<file path="config.mk">
export PLATFORM = sky130hd
export DESIGN_NAME = fifo_drain_control
export DESIGN_NICKNAME = d
export VERILOG_FILES = /design/src/rtl/fifo_drain_control.sv
export SDC_FILE = /design/constraint.sdc
export NUM_CORES = 2
export LEC_CHECK = 0
export BUFFER_PORTS_ARGS = -buffer_cell sky130_fd_sc_hd__buf_2
export CAP_MARGIN = 0
export CORE_ASPECT_RATIO = 0.9
export CORE_UTILIZATION = 65
export DETAILED_ROUTE_END_ITERATION = 8
export GPL_ROUTABILITY_DRIVEN = 1
export GPL_TIMING_DRIVEN = 0
export PLACE_DENSITY = 0.8
export SKIP_CTS_REPAIR_TIMING = 1
export SYNTH_ARGS = -nofsm -noshare
export SYNTH_HDL_FRONTEND = slang
export SYNTH_SLANG_ARGS = --single-unit
</file>
<file path="constraint.sdc">
create_clock -name clk -period 10.04 [get_ports clk]
set_input_delay 0.502 -clock clk [delete_from_list [all_inputs] [get_ports clk]]
set_output_delay 0.502 -clock clk [all_outputs]
set_load 0.02 [all_outputs]
</file>
<file path="src/rtl/fifo_drain_control.sv">
// fifo_drain_control: diagonally skewed read scheduler for array_size lane FIFOs over a KxK window pass.
// Defining DRAIN_STALL_CNT_EN adds the 32-bit stall_count output.
module fifo_drain_control #(
  parameter int array_size    = 9,
  parameter int dim_data_size = 16
) (
  input  logic                     clk,
  input  logic                     reset,
  input  logic                     enable,
  input  logic                     start,
  input  logic [array_size-1:0]    fifo_empty,
  input  logic [dim_data_size-1:0] weight_size,
  input  logic [dim_data_size-1:0] image_height,
  input  logic [dim_data_size-1:0] image_width,
  output logic [array_size-1:0]    read_enable,
  output logic [array_size-1:0]    valid_out,
  output logic                     busy,
  output logic                     completed,
  output logic                     error
`ifdef DRAIN_STALL_CNT_EN
  ,
  output logic [31:0]              stall_count
`endif
);

  typedef enum logic [1:0] {IDLE, LOAD, STREAM, DONE} state_t;

  state_t                   state, state_next;
  logic [dim_data_size-1:0] k_q, h_q, w_q;
  logic [31:0]              active_q, total_q, t_q;
  logic [31:0]              k32, h32, w32, active_calc, total_calc;
  logic                     cfg_bad;
  logic [array_size-1:0]    scheduled;
  logic                     stall, last_step;
  logic                     go_start, do_load, load_err, t_advance, finish;

  assign k32         = 32'(k_q);
  assign h32         = 32'(h_q);
  assign w32         = 32'(w_q);
  assign active_calc = k32 * k32;
  assign total_calc  = (h32 - k32 + 32'd1) * (w32 - k32 + 32'd1);
  assign cfg_bad     = (k32 == 32'd0) || (k32 > h32) || (k32 > w32) ||
                       (active_calc > 32'(array_size));

  // Lane i is live for total consecutive steps starting at step i.
  always_comb begin
    scheduled = '0;
    for (int i = 0; i < array_size; i++) begin
      if ((32'(i) < active_q) && (t_q >= 32'(i)) && ((t_q - 32'(i)) < total_q))
        scheduled[i] = 1'b1;
    end
  end

  assign stall     = (state == STREAM) && |(scheduled & fifo_empty);
  assign last_step = (t_q == active_q + total_q - 32'd2);

  always_ff @(posedge clk or negedge reset) begin
    if (!reset) state <= IDLE;
    else        state <= state_next;
  end

  always_comb begin
    state_next  = state;
    read_enable = '0;
    go_start    = 1'b0;
    do_load     = 1'b0;
    load_err    = 1'b0;
    t_advance   = 1'b0;
    finish      = 1'b0;
    if (enable) begin
      case (state)
        IDLE, DONE: begin
          if (start) begin
            go_start   = 1'b1;
            state_next = LOAD;
          end
        end
        LOAD: begin
          do_load = 1'b1;
          if (cfg_bad) begin
            load_err   = 1'b1;
            state_next = DONE;
          end else begin
            state_next = STREAM;
          end
        end
        STREAM: begin
          if (!stall) begin
            read_enable = scheduled;
            t_advance   = 1'b1;
            if (last_step) begin
              finish     = 1'b1;
              state_next = DONE;
            end
          end
        end
        default: state_next = IDLE;
      endcase
    end
  end

  // Datapath and status flags; everything except valid_out is frozen by the strobes when enable is low.
  always_ff @(posedge clk or negedge reset) begin
    if (!reset) begin
      k_q         <= '0;
      h_q         <= '0;
      w_q         <= '0;
      active_q    <= '0;
      total_q     <= '0;
      t_q         <= '0;
      valid_out   <= '0;
      busy        <= 1'b0;
      completed   <= 1'b0;
      error       <= 1'b0;
`ifdef DRAIN_STALL_CNT_EN
      stall_count <= '0;
`endif
    end else begin
      valid_out <= read_enable;
      if (go_start) begin
        k_q       <= weight_size;
        h_q       <= image_height;
        w_q       <= image_width;
        error     <= 1'b0;
        completed <= 1'b0;
        busy      <= 1'b1;
`ifdef DRAIN_STALL_CNT_EN
        stall_count <= '0;
`endif
      end
      if (do_load) begin
        active_q <= active_calc;
        total_q  <= total_calc;
        t_q      <= '0;
      end
      if (load_err) begin
        error     <= 1'b1;
        completed <= 1'b1;
        busy      <= 1'b0;
      end
      if (t_advance) t_q <= t_q + 32'd1;
      if (finish) begin
        completed <= 1'b1;
        busy      <= 1'b0;
      end
`ifdef DRAIN_STALL_CNT_EN
      if (enable && stall) stall_count <= stall_count + 32'd1;
`endif
    end
  end

endmodule

</file>
==> impl_metrics.json <==
{
  "h-tree-depth": 4,
  "clock-sinks": 157,
  "stdcell_area_um2": 43070,
  "syn_nets": 5771,
  "seqCellArea_um2": 3945,
  "vias_per_cell": 6.540,
  "gp_congestion": 1.118,
  "worst_slew_pin_slew_ps": 1313,
  "io-pin-count": 82,
  "grt_antenna_before_repair": 6,
  "crit_top_cell": "fa_1",
  "cp-end-kind": "flip-flop",
  "drive_gt1_share_pct": 9.175,
  "clk_pin_slew_ps": 100,
  "yosys_warnings": 0,
  "fmax_mhz": 96.34,
  "clk_latency_ps": 530,
  "clockBufferDepth": 2,
  "grtUsageMet1_pct": 56.49,
  "grt_usage_pct": 47.00,
  "dieArea_um2": 61740,
  "core_area_um2": 59880,
  "wl_per_cell_um": 27.03,
  "met2_usage_pct": 72.31,
  "max-cap-violations": 0,
  "route.detailed.drc": 0,
  "drt_pass1_iterations": 7,
  "areaGrowthSynthToFinish_pct": 9.088,
  "start_kind": "flip-flop",
  "hold_path.class": "in2reg",
  "ys_ff_latch": 157,
  "arrival_ps": 10750,
  "cts_tree": "built",
  "cp_slowest_stage_delay_ps": 580,
  "cts_buffers": 17,
  "min_period_ps": 10380,
  "placed_cell_area_um2": 40930,
  "cp_slowest_cell": "dfrtp_4",
  "antenna_left": 0,
  "ys.flop_type": "dfrtp_1",
  "synth_top_area_share_pct": 23.53,
  "overflow": 0,
  "die_x_um": 261.8,
  "netlist_top_cells_area": "fa_1 24%, ha_1 18%, dfrtp_1 10%, inv_1 7.0%, xnor2_1 5.6%",
  "grt_use_met3_pct": 11.84,
  "holdWs_ps": 220.5,
  "die_h_um": 235.8,
  "synth_edf_count": 0,
  "async_flop_share_pct": 100.0,
  "synth_cell_types": 96,
  "start_util_pct": 65.94,
  "ys_seq_area_share_pct": 9.950,
  "critPathMaxFanout": 11,
  "num_rows": 85,
  "grt_pass1_wl_um": 213100,
  "skew_ps": 37.23,
  "finalMaxSlewViolations": 0,
  "yosysTopAreaCell": "fa_1",
  "failed_checks": "setup timing",
  "setup_viol": 3,
  "worst_slack_ps": -340.1,
  "port_buffers": 81,
  "slew_headroom_pct": 11.66,
  "rsz0062_at_grt": "true",
  "syn_area_per_cell_um2": 8.444,
  "crit_type": "reg2reg",
  "multi_input_area_um2": 32980,
  "grt_max_degree": 100,
  "fin_nets": 5933,
  "num_vias": 36868,
  "hpwlAfterDp_um": 114500,
  "drt-total-wl_um": 152400,
  "grt_pass1_vias": 35975,
  "period_share_pct": 103.4,
  "yosysMostFrequentCell": "inv_1",
  "syn_area_um2": 39480,
  "fill_cells": 4327,
  "grt_busiest_layer": "met2",
  "hold_viol": 0,
  "outcome": "finished with violations",
  "drt_iter0_drc": 4079,
  "clk_root_buffer_cell": "clkbuf_16",
  "synthCells": 4676,
  "ys_top_cells_by_count": "733 x inv_1, 570 x ha_1, 477 x nand2_1",
  "cp.required_ps": 10410
}
## registers in the layout (all words and copies together) (netlist names)
name and cells:
valid_out 9, active_q 31, k_q 16, state 2, completed 1, t_q 32, busy 1, w_q 16
h_q 16, total_q 32, error 1
## worst max-delay path, delay by kind of cell, from the launching register on
| kind | cells | cell delay [ps] |
|---|---|---|
| AND/OR/NAND/NOR | 3 | 530 |
| AO/OA/AOI/OAI | 15 | 3290 |
| adder cells (fa/ha/maj) | 8 | 3920 |
| buffers and inverters | 9 | 1290 |
| flip-flops | 1 | 580 |
| XOR/XNOR | 2 | 580 |
## stage by stage
step	std cells	TNS [ps]	utilization, %	worst slack, ps
finish	5637	-954.2	71.94	-340.1
global route	5633	-2013	71.92	-590.6
CTS	5574	-21070	69.29	-2174
detailed placement	5543	-15700	68.36	-2124
global placement	5540	-12280	68.26	-1887
floorplan	4676	0	-	747.7
## per-layer routing
layer	wire, µm	part of all wire [%]	vias up
met4	15270	10	6
met3	18090	12	950
met5	41	0.027	-
met1	52820	35	17451
li1	-	-	15690
met2	66150	43	2771
## layout make-up
class / count / area share, %
antenna: 4 / 0.02324
buffer: 157 / 1.691
clock buffer: 19 / 1.005
clock inverter: 12 / 0.2876
inverter: 746 / 6.597
multi-input combinational: 3601 / 76.56
sequential: 157 / 9.159
tap: 783 / 2.275
timing repair buffer: 157 / 2.388
timing repair inverter: 1 / 0.01162
## cell usage in the layout, fill, tap and decap left out, types with 13 or more instances in the layout
cell and n:
or2_2 24, a21o_1 142, and2_1 66, nand2b_1 38, buf_1 18, nand3_1 87
and3_1 39, buf_4 77, clkbuf_1 103, nand4_1 54, o211ai_1 15, dfrtp_1 148
nor2_1 336, nor3_1 71, a211oi_1 15, o31ai_1 13, o21bai_1 27, nand2_1 477
nor2b_1 52, clkbuf_16 17, xor2_1 134, or3_1 24, a31oi_1 21, o21a_1 52
xnor2_1 227, a21oi_1 148, buf_2 88, fa_1 464, nor4_1 41, inv_1 726
o21ai_0 149, ha_1 564, xnor2_2 17, mux2_2 50
## cells by family (layout without fill, tap and decap cells)
family,after synthesis,after routing,share of synthesized area [%]
and+or+nand+nor,1384,1384,16.66
adders and majority gates,1034,1034,41.59
buffers and inverters,918,1092,8.914
AOI/OAI and AO/OA,721,721,12.17
xor gates and xnor gates,403,403,9.028
DFF,157,157,9.950
muxes,59,59,1.689
other,0,4,0
## path summary, 6_finish.rpt
path / startpoint / endpoint / slack [ps] / cells past startpoint
max in group asynchronous: reset / k_q[9]$_DFFE_PN0P_ / 8500 / 3
max reg2reg: k_q[9]$_DFFE_PN0P_ / total_q[31]$_DFFE_PN0P_ / -340 / 37
min: image_width[7] / w_q[7]$_DFFE_PN0P_ / 220 / 2
max: k_q[9]$_DFFE_PN0P_ / total_q[31]$_DFFE_PN0P_ / -340 / 37
min reg2reg: total_q[17]$_DFFE_PN0P_ / total_q[17]$_DFFE_PN0P_ / 480 / 2
min in group asynchronous: reset / valid_out[0]$_DFF_PN0_ / 520 / 2
Power is left out: the tool's default activity adds up to more than one toggle a clock period on the data nets, which glitch-free logic cannot reach.
